$ cat src/rtl/sensor_pkg.sv
// Shared definitions for the sensor path (debouncer, event decoder, game FSM):
// event codes presented to the consumer and the decoder state encodings.
package sensor_pkg;

  typedef enum logic [1:0] {
    EVT_NONE   = 2'b00,
    EVT_TAP    = 2'b01,
    EVT_HOLD   = 2'b10,
    EVT_REPEAT = 2'b11
  } evt_code_e;

  typedef enum logic [1:0] {
    S_WAIT_REL = 2'b00,
    S_IDLE     = 2'b01,
    S_PRESS    = 2'b10,
    S_HELD     = 2'b11
  } state_e;

  localparam logic [7:0] PRESS_COUNT_MAX = 8'hFF;

endpackage

$ cat src/rtl/sensor_evt_buffer.sv
// One-deep event holding register with valid/ack handshake and a sticky
// overrun flag. A new event is accepted when the holder is empty or being
// acknowledged on the same edge; otherwise it is dropped and overrun is set.
module sensor_evt_buffer
  import sensor_pkg::*;
(
  input  logic       clk,
  input  logic       reset,        // synchronous, active-low
  input  logic       raise,
  input  logic [1:0] raise_code,
  input  logic       evt_ack,
  output logic       evt_valid,
  output logic [1:0] evt_code,
  output logic       evt_overrun
);

  logic       valid_q, valid_d;
  logic [1:0] code_q, code_d;
  logic       overrun_q, overrun_d;
  logic       ack_take;

  // Next holder contents from ack and incoming event; a new event wins over ack.
  always_comb begin
    // NOTE: every signal gets a default first so no path leaves it unassigned (no latch).
    valid_d   = valid_q;
    code_d    = code_q;
    overrun_d = overrun_q;
    ack_take  = valid_q & evt_ack;

    if (ack_take) begin
      valid_d   = 1'b0;
      code_d    = EVT_NONE;
      overrun_d = 1'b0;
    end

    if (raise) begin
      if (!valid_q || evt_ack) begin
        valid_d = 1'b1;
        code_d  = raise_code;
      end else begin
        overrun_d = 1'b1;
      end
    end
  end

  // Holder registers with synchronous active-low reset.
  always_ff @(posedge clk) begin
    // NOTE: sequential state uses non-blocking assignments so all flops update together.
    if (!reset) begin
      valid_q   <= 1'b0;
      code_q    <= EVT_NONE;
      overrun_q <= 1'b0;
    end else begin
      valid_q   <= valid_d;
      code_q    <= code_d;
      overrun_q <= overrun_d;
    end
  end

  assign evt_valid   = valid_q;
  assign evt_code    = code_q;
  assign evt_overrun = overrun_q;

endmodule

$ cat src/rtl/sensor_event_decoder.sv
// Turns the debounced active-low sensor level into TAP / HOLD / REPEAT events
// and presents them through a valid/ack holding register.
// Optional feature: define SENSOR_REPEAT_EN to emit REPEAT events while held.
// Same clock domain as the debouncer, so level_in is used without a synchroniser.
module sensor_event_decoder
  import sensor_pkg::*;
#(
  parameter int unsigned SHORT_MIN    = 3,
  parameter int unsigned LONG_COUNT   = 10,
  parameter int unsigned REPEAT_COUNT = 4
) (
  input  logic       clk,
  input  logic       reset,        // synchronous, active-low
  input  logic       level_in,     // 0 = pressed
  output logic       evt_valid,
  output logic [1:0] evt_code,
  input  logic       evt_ack,
  output logic       evt_overrun,
  output logic       hold_active,
  output logic [7:0] press_count
);

  // Counter must reach LONG_COUNT in PRESS and REPEAT_COUNT in HELD.
  localparam int unsigned CNT_TOP = (REPEAT_COUNT > LONG_COUNT) ? REPEAT_COUNT : LONG_COUNT;
  localparam int unsigned CW      = $clog2(CNT_TOP + 1);

  state_e          state_q, state_d;
  logic [CW-1:0]   cnt_q, cnt_d;
  logic [7:0]      press_q, press_d;
  logic [31:0]     cnt_inc;
  logic            raise;
  evt_code_e       raise_code;

  // Press classifier: next state, low-sample count and event raise.
  always_comb begin
    state_d    = state_q;
    cnt_d      = cnt_q;
    raise      = 1'b0;
    raise_code = EVT_NONE;
    cnt_inc    = 32'(cnt_q) + 32'd1;

    unique case (state_q)
      S_WAIT_REL: begin
        // A press still down when reset ends must be released before it counts.
        cnt_d = '0;
        if (level_in) state_d = S_IDLE;
      end
      S_IDLE: begin
        cnt_d = '0;
        if (!level_in) begin
          state_d = S_PRESS;
          cnt_d   = CW'(1);
        end
      end
      S_PRESS: begin
        if (!level_in) begin
          if (cnt_inc == LONG_COUNT) begin
            state_d    = S_HELD;
            cnt_d      = '0;
            raise      = 1'b1;
            raise_code = EVT_HOLD;
          end else begin
            cnt_d = CW'(cnt_inc);
          end
        end else begin
          state_d = S_IDLE;
          cnt_d   = '0;
          if (32'(cnt_q) >= SHORT_MIN) begin
            raise      = 1'b1;
            raise_code = EVT_TAP;
          end
        end
      end
      S_HELD: begin
        if (level_in) begin
          // Releasing a long press is silent.
          state_d = S_IDLE;
          cnt_d   = '0;
        end else begin
`ifdef SENSOR_REPEAT_EN
          if (cnt_inc == REPEAT_COUNT) begin
            cnt_d      = '0;
            raise      = 1'b1;
            raise_code = EVT_REPEAT;
          end else begin
            cnt_d = CW'(cnt_inc);
          end
`else
          cnt_d = cnt_q;
`endif
        end
      end
      default: begin
        state_d = S_WAIT_REL;
        cnt_d   = '0;
      end
    endcase
  end

  // Saturating count of TAP and HOLD events, dropped ones included.
  always_comb begin
    press_d = press_q;
    if (raise && (raise_code != EVT_REPEAT) && (press_q != PRESS_COUNT_MAX))
      press_d = press_q + 8'd1;
  end

  // FSM, counter and press count registers; reset re-arms via WAIT_REL.
  always_ff @(posedge clk) begin
    if (!reset) begin
      state_q <= S_WAIT_REL;
      cnt_q   <= '0;
      press_q <= '0;
    end else begin
      state_q <= state_d;
      cnt_q   <= cnt_d;
      press_q <= press_d;
    end
  end

  sensor_evt_buffer u_buf (
    .clk         (clk),
    .reset       (reset),
    .raise       (raise),
    .raise_code  (raise_code),
    .evt_ack     (evt_ack),
    .evt_valid   (evt_valid),
    .evt_code    (evt_code),
    .evt_overrun (evt_overrun)
  );

  assign hold_active = (state_q == S_HELD);
  assign press_count = press_q;

endmodule
$ cat config.mk
export PLATFORM = sky130hd
export DESIGN_NAME = sensor_event_decoder
export DESIGN_NICKNAME = d
export VERILOG_FILES = /design/src/rtl/sensor_pkg.sv /design/src/rtl/sensor_evt_buffer.sv /design/src/rtl/sensor_event_decoder.sv
export SDC_FILE = /design/constraint.sdc
export NUM_CORES = 1
export LEC_CHECK = 0
export CORE_MARGIN = 8
export CORE_UTILIZATION = 25
export DETAILED_ROUTE_END_ITERATION = 6
export PLACE_DENSITY = 0.48
export SLEW_MARGIN = 30
export SYNTH_ARGS = -nofsm -noshare
export SYNTH_HDL_FRONTEND = slang
export SYNTH_SLANG_ARGS = --single-unit
$ cat constraint.sdc
create_clock -name clk -period 3 [get_ports clk]
set_clock_uncertainty 0.05 [all_clocks]
set_input_delay 0.3 -clock clk [delete_from_list [all_inputs] [get_ports clk]]
set_output_delay 0.3 -clock clk [all_outputs]
set_load 0.01 [all_outputs]
# After elaboration in Yosys (flattened, before gate mapping)
# Cells that the tools add are included.
# totals
regBits	18
out_inout_bits	13
wordCells	54
# op_classes
addsub	2
order_cmp	1
eq_ne	10
muxes	27
bitwise_logic	1
reduce_logical	7
# ops
cell	count
two-way mux 2 bit	10
case mux 4 bit (4 select lines)	1
two-way mux 1 bit	12
two-way mux 4 bit	3
adder 8 x 1 -> 8 bit (second input constant)	1
!= test 8 bit (second input constant)	1
!= test 2 bit (second input constant)	3
case mux 2 bit (3 select lines)	1
adder 4 x 1 -> 5 bit (second input constant)	1
equality test 5 x 4 -> 1 bit (second input constant)	1
equality test 2 bit (second input constant)	2
greater-or-equal comparator 4 x 2 -> 1 bit (second input constant)	1
!= test 3 bit (second input constant)	1
AND reduction 3 bit	1
equality test 2 x 1 -> 1 bit (second input constant)	1
logical AND 1 bit	2
logical NOT 2 bit	1
!= test 2 x 1 -> 1 bit (second input constant)	1
OR reduction 2 bit	1
bitwise AND 1 bit	1
logical NOT 1 bit	1
logical OR 1 bit	1

# Longest topological paths before layout
# Gate-level depths: netlist (run 1).
# depth
ltp_word	8
mapped_depth	7
mapped_depth_nobuf	7

# Modules after synthesis
# From an unflattened synthesis (run 1), not the netlist that was laid out.
# hier_totals
hier_cells	124
hier_area_um2	1061.0
# modules_own_cells
mod	instances	cells_each	area_each_um2	seq_area_each_um2
sensor_event_decoder	1	105	868.3	280.3
sensor_evt_buffer	1	19	192.7	80.1

# Least setup slack after synthesis (run 1)
# No wires, ideal clock.
# synth_timing
kind	register to register
startpoint	register cnt_q[0]
endpoint	register press_q[2] (netlist: press_count[2])
arrival_time_ps	1937
slack_ps	897
path_stages_with_launch	8
path_buffers	1
synth_period_minus_slack_ps	2103
cell_sequence	dfxtp_1 > ha_1 > buf_2 > or3b_1 > a21o_1 > a21boi_0 > a211oi_1 > a41o_1
# synth_via
elab_chain_len	8
word_cells_on_any_way	14
# synth_rtl
item	line	text
start, declared	sensor_event_decoder.sv:28	logic [CW-1:0] cnt_q, cnt_d;
start signal, assigned	sensor_event_decoder.sv:115	cnt_q <= cnt_d;
adder 4 x 1 -> 5 bit	sensor_event_decoder.sv:40	cnt_inc = 32'(cnt_q) + 32'd1;
equality test 5 x 4 -> 1 bit	sensor_event_decoder.sv:57	if (cnt_inc == LONG_COUNT) begin
two-way mux 2 bit	sensor_event_decoder.sv:57	
two-way mux 2 bit	sensor_event_decoder.sv:56	if (!level_in) begin
two-way mux 2 bit	sensor_event_decoder.sv:42	unique case (state_q)
!= test 2 bit	sensor_event_decoder.sv:103	if (raise && (raise_code != EVT_REPEAT) && (press_q != PRESS_COUNT_MAX))
logical AND 1 bit (*) (2 in series)	sensor_event_decoder.sv:103	
end signal, assigned	sensor_event_decoder.sv:116	press_q <= press_d;
end, declared	sensor_event_decoder.sv:29	logic [7:0] press_q, press_d;
# Mark *: on every way between the ends. The rest lies on a longest branch, timed or not.
# A chain may end at the register's enable or synchronous reset.

# Worst setup path in the final report (run 1)
# Ends and elaborated chain as after synthesis.

==> results of run 1 <==
cell usage in the layout (no fill, tap or decap), drive strengths merged:
| cell | Yosys | final |
|---|---|---|
| nand2 | 13 | 13 |
| a21oi | 9 | 9 |
| dfxtp | 18 | 18 |
| a21boi | 1 | 1 |
| clkdlybuf4s50 | 0 | 16 |
| and2 | 1 | 1 |
| nand2b | 1 | 1 |
| or3 | 6 | 6 |
| and3 | 2 | 2 |
| a21bo | 1 | 1 |
| nand4b | 1 | 1 |
| mux2i | 1 | 1 |
| inv | 8 | 8 |
| or3b | 2 | 2 |
| o32a | 1 | 1 |
| a211oi | 4 | 4 |
| nor3 | 4 | 4 |
| a21o | 2 | 2 |
| and4b | 1 | 1 |
| clkbuf | 1 | 4 |
| a31oi | 2 | 2 |
| nor2 | 12 | 12 |
| o21ai | 8 | 8 |
| o31ai | 1 | 1 |
| xnor2 | 1 | 1 |
| nand3 | 7 | 7 |
| a41o | 1 | 1 |
| o311ai | 1 | 1 |
| ha | 7 | 7 |
| nand3b | 1 | 1 |
| a32oi | 1 | 1 |
| o211a | 1 | 1 |
| nand4bb | 1 | 1 |
| nor2b | 3 | 3 |
| a22oi | 1 | 1 |
power groups by stage:
stage	Clock (mW)	Sequential (mW)	Combinational, mW
after floorplan	0	0.276	0.124
after global placement	0	0.279	0.163
after detailed placement	0	0.281	0.163
after CTS	0.209	0.275	0.165
after global routing	0.220	0.278	0.190
final	0.202	0.275	0.163
cell type report:
cell class                      count  area [sq um]  area share (%)
Sequential cell                    18         360.3           27.96
Tap cell                           50         62.56           4.854
Inverter                            8         30.03           2.330
Multi-Input combinational cell     98         620.6           48.16
Timing Repair Buffer               16         160.2           12.43
Clock buffer                        4         55.05           4.272
worst reg2reg max path: stages (launching register included):
cell and delay [ns]:
sky130_fd_sc_hd__dfxtp_1 0.46, sky130_fd_sc_hd__ha_1 0.29, sky130_fd_sc_hd__or3b_1 0.39, sky130_fd_sc_hd__a21o_1 0.24, sky130_fd_sc_hd__a21boi_0 0.46, sky130_fd_sc_hd__a211oi_1 0.15
sky130_fd_sc_hd__a41o_1 0.22
kinds of logic (layout without fill, tap and decap cells):
group                      Yosys count  after routing  synth area share, %
xor gates and xnor gates             1              1               0.8497
and+or+nand+nor                     55             55                27.67
AOI/OAI and AO/OA                   34             34                22.21
buffers and inverters               11             28                4.854
muxes                                1              1               0.9709
DFF                                 18             18                34.95
adders and majority gates            7              7                8.495
state kept, by name, indices dropped and copies added, names as in the netlist:
register,cells
press_count,8
cnt_q,4
state_q,2
u_buf.evt_code,2
u_buf.evt_overrun,1
u_buf.evt_valid,1
per-stage QoR:
step                      instance area [sq um]  cells  util, %  setup WS (ns)  power (mW)
after floorplan                            1031    127        -         0.8968      0.4007
after global placement                     1234    190    30.84         0.6695      0.4423
after detailed placement                   1234    190    30.84         0.5817      0.4440
after CTS                                  1289    194    32.22         0.6273      0.6489
after global routing                       1289    194    32.22         0.4469      0.6877
final                                      1289    194    32.22         0.6338      0.6398
layer usage:
metal	GRT usage, %	vias to the layer above
met4	2.727	0
met1	9.598	442
met3	4.241	4
li1	-	493
met5	0	-
met2	13.02	26
final timing paths:
| check | slack (ns) | depth (start not counted) | endpoint | startpoint |
|---|---|---|---|---|
| setup reg to reg | 0.63 | 6 | press_count[2] | cnt_q[0] |
| hold / removal | 0.45 | 2 | u_buf.evt_overrun | u_buf.evt_overrun |
| hold reg to reg | 0.45 | 2 | u_buf.evt_overrun | u_buf.evt_overrun |
| setup / recovery | 0.63 | 6 | press_count[2] | cnt_q[0] |
==> qor.txt, run 1 <==
FINAL LAYOUT
----------------------------------------------------------------------------------
Layout cell share with drive strength beyond 1                              4.167%
Number of nets in the final layout                                             156
Inserted Diodes                                                                  0
Total of fill cells in the finished design                                     418
Signed area change from the synthesized netlist to the final layout         25.00%

TIMING
----------------------------------------------------------------------------------
Final hold viol count                                                            0
Worst slew pin tran                                                      0.5474 ns
Post-route worst hold slack                                              0.4501 ns
Min Clock Period, post-route                                              2.366 ns
Remaining max-slew budget at the tightest pin                               63.04%
Number of endpoints failing setup at the final stage                             0
Maximum operating frequency                                              422.6 MHz
Setup repair after global routing missed its margin                          false
Setup Total Neg Slack                                                         0 ns
Max Transition Viols Final                                                       0
Period Utilization, post-route                                              78.87%

SYNTHESIS
----------------------------------------------------------------------------------
Cell count after synthesis                                                     127
Post-Synthesis Mean Instance Area                                      8.118 sq um
Synth cell types                                                                37
Post-synthesis cell type with the largest combined area               sky130_fd_sc_hd__dfxtp_1
Top-area cell type share of the netlist area                                34.95%
Combined area of all synthesized cells                                  1031 sq um
Syn_nets                                                                       138
Share of synthesized registers carrying an async set or reset                   0%
Seq/Total Area, Yosys                                                       34.95%
Number of flip-flops and latches in the synthesized netlist                     18
Top flip-flop cell by instance count after synthesis                  sky130_fd_sc_hd__dfxtp_1
Number of flops mapped to enable cells by yosys                                  0
Leading cell types by total area after synthesis                      sky130_fd_sc_hd__dfxtp_1 (35%), sky130_fd_sc_hd__ha_1 (8.5%), sky130_fd_sc_hd__nand2_1 (4.7%), sky130_fd_sc_hd__a21oi_1 (4.4%), sky130_fd_sc_hd__nor2_1 (4.4%)
Count of yosys warnings during synthesis                                         0
Synth cell count leaders                                              sky130_fd_sc_hd__dfxtp_1 (18), sky130_fd_sc_hd__nand2_1 (13), sky130_fd_sc_hd__nor2_1 (12)
Cell with the most instances after synthesis                          sky130_fd_sc_hd__dfxtp_1

ROUTING
----------------------------------------------------------------------------------
Drt wl/cell                                                               12.55 um
Via count of the routed design                                                 965
Per-cell via count in the routed design                                      4.974
Met3 WL post-DR                                                             167 um
Wl on met1                                                                1.132 mm
Remaining antenna violation count after routing                                  0
Met2 Routed Length                                                        1.108 mm
Total Routed Length                                                       2.435 mm
Initial DRC count                                                               47
Top routing layer in use                                                      met4
Detailed-routing iteration count for the pre-antenna-repair pass                 4
Post-detailed-route DRC marker count                                             0

SETUP PATH
----------------------------------------------------------------------------------
Delay-heaviest family, CP                                             compound AO/OA/AOI/OAI gates
Slowest stage cell on the critical path                               sky130_fd_sc_hd__dfxtp_1
CP Data Arrival Time                                                       2.47 ns
Startpoint class of the critical path                                         flop
Crit end category                                                             flop
Crit path required time                                                    3.10 ns
List of cells traversed by the critical path                          ha_1 > or3b_1 > a21o_1 > a21boi_0 > a211oi_1 > a41o_1
Top fanout value on the critical path                                            7
Highest cell delay on the worst timing path                                0.46 ns
Start-to-end type of the worst setup path                               reg -> reg
Bufs and invs on worst path                                                      0

CTS
----------------------------------------------------------------------------------
Hold_buf cts                                                                     0
Buffers from clock root to sink, at most                                         2
Clock sink total                                                                18
Number of H-tree branching levels                                                1
Clock latency at the later pin of the worst-skew pair                      0.26 ns
Num CTS Buffers                                                                  3
Post_cts resized                                                                 0
CTS tree                                                                       yes
Cell chosen for the clock root                                        sky130_fd_sc_hd__clkbuf_8
Reg clk slew, reported paths                                               0.07 ns
Post-CTS setup-driven buffer insertion count                                     0

GLOBAL ROUTE
----------------------------------------------------------------------------------
Initial antenna violation count                                                  0
Global-route usage over all layers                                          8.331%
Vias in the first global route                                                 922
Overflow left after global routing                                               0
Global-route wire length before repair                                    4.264 mm
Largest net degree at the start of global routing                               15

DIE
----------------------------------------------------------------------------------
CORE AREA                                                               4000 sq um
Initial Util                                                                25.77%
Height of the die                                                         80.22 um
Die X                                                                     80.22 um
Row Count                                                                       23
Die area                                                                6435 sq um
Ports placed on the boundary                                                    17

PLACED DESIGN
----------------------------------------------------------------------------------
Half-perimeter wire length after placement                                1.828 mm
Last weighted congestion value of the routability-driven placer             0.7743
Number of buffers inserted by port buffering                                    16

JOB
----------------------------------------------------------------------------------
Count of maximum capacitance violations                                          0

POWER
----------------------------------------------------------------------------------
Power density of the placed cells                                     496.4 nW/um^2
Design internal power                                                     443.5 uW
Share of total power in combinational logic                                  25.4%
Largest voltage drop on the vdd net                                       187.3 uV
Reg power frac                                                               43.0%
Net switching power                                                       196.3 uW
Leakage component of the power                                           0.4813 nW
Net switching fraction of the power                                         30.68%
Part of the total power dissipated in the clock network                      31.5%

HOLD PATH
----------------------------------------------------------------------------------
Path type of the worst min-delay path                                   reg -> reg

STATUS
----------------------------------------------------------------------------------
Run status                                                            finished, final reports clean

No activity file was read; power rests on OpenSTA's default activity.
==> run 2: changes to the inputs <==
--- a/config.mk
+++ b/config.mk
@@ -8,7 +8,7 @@
 export CORE_MARGIN = 8
 export CORE_UTILIZATION = 25
 export DETAILED_ROUTE_END_ITERATION = 6
-export PLACE_DENSITY = 0.48
+export PLACE_DENSITY = 0.49
 export SLEW_MARGIN = 30
 export SYNTH_ARGS = -nofsm -noshare
 export SYNTH_HDL_FRONTEND = slang
==> constraint.sdc (replaced) <==
create_clock -name clk -period 2.05 [get_ports clk]
set_clock_uncertainty 0.05 [all_clocks]
set_input_delay 0.205 -clock clk [delete_from_list [all_inputs] [get_ports clk]]
set_output_delay 0.205 -clock clk [all_outputs]
set_load 0.01 [all_outputs]
==> qor.txt, run 2 (synthesis gave the netlist of run 1 again) <==
DIE
----------------------------------------------------------------------------------
Row Count                                                                       23   unchanged
CORE AREA                                                               4000 sq um   unchanged
Initial Util                                                                25.77%   unchanged
Ports placed on the boundary                                                    17   unchanged
Height of the die                                                         80.22 um   unchanged
Die area                                                                6435 sq um   unchanged
Die X                                                                     80.22 um   unchanged

TIMING
----------------------------------------------------------------------------------
Least setup slack across all paths after layout                         0.05783 ns   was 0.6338 ns
Min Clock Period, post-route                                              1.992 ns   was 2.366 ns
Max Transition Viols Final                                                       0   unchanged
Final hold viol count                                                            0   unchanged
Remaining max-slew budget at the tightest pin                               61.26%   was 63.04%
Number of endpoints failing setup at the final stage                             0   unchanged
Period Utilization, post-route                                              97.18%   was 78.87%
Worst slew pin tran                                                      0.5739 ns   was 0.5474 ns
Maximum operating frequency                                              502.0 MHz   was 422.6 MHz

POWER
----------------------------------------------------------------------------------
Largest voltage drop on the vdd net                                       232.1 uV   was 187.3 uV
Leakage component of the power                                           0.5630 nW   was 0.4813 nW
Total power of the final layout                                           950.1 uW   was 639.8 uW
Power density of the placed cells                                     658.6 nW/um^2   was 496.4 nW/um^2

ROUTING
----------------------------------------------------------------------------------
Detailed-routing iteration count for the pre-antenna-repair pass                 4   unchanged
Remaining antenna violation count after routing                                  0   unchanged
Post-detailed-route DRC marker count                                             0   unchanged
Drt wl/cell                                                               12.54 um   was 12.55 um
Initial DRC count                                                               31   was 47
Via count of the routed design                                                1033   was 965
Total Routed Length                                                       2.634 mm   was 2.435 mm
Per-cell via count in the routed design                                      4.919   was 4.974

PLACED DESIGN
----------------------------------------------------------------------------------
Post-Place Cells                                                               205   was 190
Half-perimeter wire length after placement                                1.983 mm   was 1.828 mm
Number of buffers inserted by port buffering                                    16   unchanged
Last weighted congestion value of the routability-driven placer             0.8247   was 0.7743
Setup Slack @ Placement                                                -0.04286 ns   was 0.5817 ns

SETUP PATH
----------------------------------------------------------------------------------
Crit path required time                                                    2.18 ns   was 3.10 ns
R2r worst-path depth                                                             7   was 6
Slowest stage cell on the critical path                               sky130_fd_sc_hd__or3b_4   was sky130_fd_sc_hd__dfxtp_1
Startpoint class of the critical path                                         flop   unchanged
Bufs and invs on worst path                                                      1   was 0
Total number of cells along the worst setup path                                 7   was 6
Critical path origin                                                      cnt_q[1]   was cnt_q[0]
CP Data Arrival Time                                                       2.12 ns   was 2.47 ns
Start of the worst register-to-register path                              cnt_q[1]   was cnt_q[0]
Start-to-end type of the worst setup path                               reg -> reg   unchanged
Delay-heaviest family, CP                                             simple AND/OR/NAND/NOR gates   was compound AO/OA/AOI/OAI gates
Top fanout value on the critical path                                            5   was 7
Crit end category                                                             flop   unchanged
Highest cell delay on the worst timing path                                0.37 ns   was 0.46 ns
List of cells traversed by the critical path                          inv_2 > ha_4 > or3b_4 > a21o_1 > a21bo_4 > or3_1 > a21oi_1   was ha_1 > or3b_1 > a21o_1 > a21boi_0 > a211oi_1 > a41o_1

CTS
----------------------------------------------------------------------------------
Buffers from clock root to sink, at most                                         2   unchanged
Clock sink total                                                                18   unchanged
Reg clk slew, reported paths                                               0.06 ns   was 0.07 ns
Hold_buf cts                                                                     0   unchanged
Num CTS Buffers                                                                  3   unchanged
Cell chosen for the clock root                                        sky130_fd_sc_hd__clkbuf_8   unchanged
Clock latency at the later pin of the worst-skew pair                      0.25 ns   was 0.26 ns
CTS tree                                                                       yes   unchanged
Number of H-tree branching levels                                                1   unchanged

FINAL LAYOUT
----------------------------------------------------------------------------------
Layout cell share with drive strength beyond 1                              18.13%   was 4.167%
Inserted Diodes                                                                  0   unchanged
Signed area change from the synthesized netlist to the final layout         39.93%   was 25.00%
Number of nets in the final layout                                             173   was 156
Final Instance Count excl. Fillers                                             210   was 194
Top library cells by usage in the layout, fill and taps aside         sky130_fd_sc_hd__dfxtp_1 (16), sky130_fd_sc_hd__clkdlybuf4s50_1 (16), sky130_fd_sc_hd__buf_4 (16), sky130_fd_sc_hd__nand2_1 (13), sky130_fd_sc_hd__nor2_1 (12)   was sky130_fd_sc_hd__dfxtp_1 (18), sky130_fd_sc_hd__clkdlybuf4s50_1 (16), sky130_fd_sc_hd__nand2_1 (13), sky130_fd_sc_hd__nor2_1 (12), sky130_fd_sc_hd__a21oi_1 (9)
Max FFs per register                                                             8   unchanged
Total of fill cells in the finished design                                     411   was 418

GLOBAL ROUTE
----------------------------------------------------------------------------------
Global-route usage over all layers                                          8.335%   was 8.331%
Largest net degree at the start of global routing                               11   was 15
Initial antenna violation count                                                  0   unchanged
Vias in the first global route                                                 969   was 922
Overflow left after global routing                                               0   unchanged
Global-route wire length before repair                                    4.284 mm   was 4.264 mm

HOLD PATH
----------------------------------------------------------------------------------
Path type of the worst min-delay path                                   reg -> reg   unchanged
Min-Delay Path Depth                                                             2   unchanged
Startpoint of the worst hold path                                     u_buf.evt_overrun   unchanged

STATUS
----------------------------------------------------------------------------------
Run status                                                            finished, final reports clean   unchanged

JOB
----------------------------------------------------------------------------------
Count of maximum capacitance violations                                          0   unchanged

run 2: area by class of cell:
cell class | instances | area, sq um | area share [%]
timing repair buffer | 32 | 280.3 | 19.43
sequential | 18 | 365.4 | 25.33
tap | 50 | 62.56 | 4.337
multi-input combinational | 99 | 663.1 | 45.97
inverter | 8 | 30.03 | 2.082
clock buffer | 3 | 41.29 | 2.862
run 2: per-layer routing:
metal / up-vias / routed length (um) / track usage (%)
met2: 22 / 1257 / 13.42
li1: 530 / - / -
met5: - / 0 / 0
met4: 0 / 60 / 4.727
met1: 475 / 1158 / 9.091
met3: 6 / 158 / 3.348
run 2: metrics by stage:
stage	TNS, ns	hold WS (ns)	utilization [%]	area (sq um)
after floorplan	0	0.2335	-	1031
after CTS	0	0.4596	34.75	1390
final	0	0.4414	36.07	1443
after global routing	-0.0001428	0.4932	36.07	1443
after global placement	-0.09879	0.4326	33.66	1346
after detailed placement	-0.1080	0.4412	33.66	1346
run 2: path summary, 6_finish.rpt:
check | slack [ns] | end
max reg2reg | 0.06 | press_count[7]
max | 0.06 | press_count[7]
min | 0.44 | u_buf.evt_overrun
min reg2reg | 0.44 | u_buf.evt_overrun
run 2: report_power, final:
group | internal (mW) | total, mW | switching, mW | leakage, nW
Combinational | 0.155 | 0.321 | 0.167 | 0.395
Clock | 0.130 | 0.236 | 0.106 | 0.0216
Sequential | 0.375 | 0.393 | 0.0178 | 0.147
Total | 0.660 | 0.950 | 0.290 | 0.563
run 2: timing repair:
| action | in CTS | in global routing |
|---|---|---|
| setup buffers | 0 | 1 |
| hold endpoints to repair | 0 | 0 |
| pin swaps | 0 | 3 |
| setup endpoints to repair | 3 | 4 |
| cloned | 0 | 1 |
| resized for setup | 1 | 9 |
run 2: worst register-to-register path: stages, from the launching register on:
cell and delay (ns):
sky130_fd_sc_hd__dfxtp_2 0.34, sky130_fd_sc_hd__inv_2 0.07, sky130_fd_sc_hd__ha_4 0.13, sky130_fd_sc_hd__or3b_4 0.38, sky130_fd_sc_hd__a21o_1 0.23, sky130_fd_sc_hd__a21bo_4 0.23
sky130_fd_sc_hd__or3_1 0.34, sky130_fd_sc_hd__a21oi_1 0.14
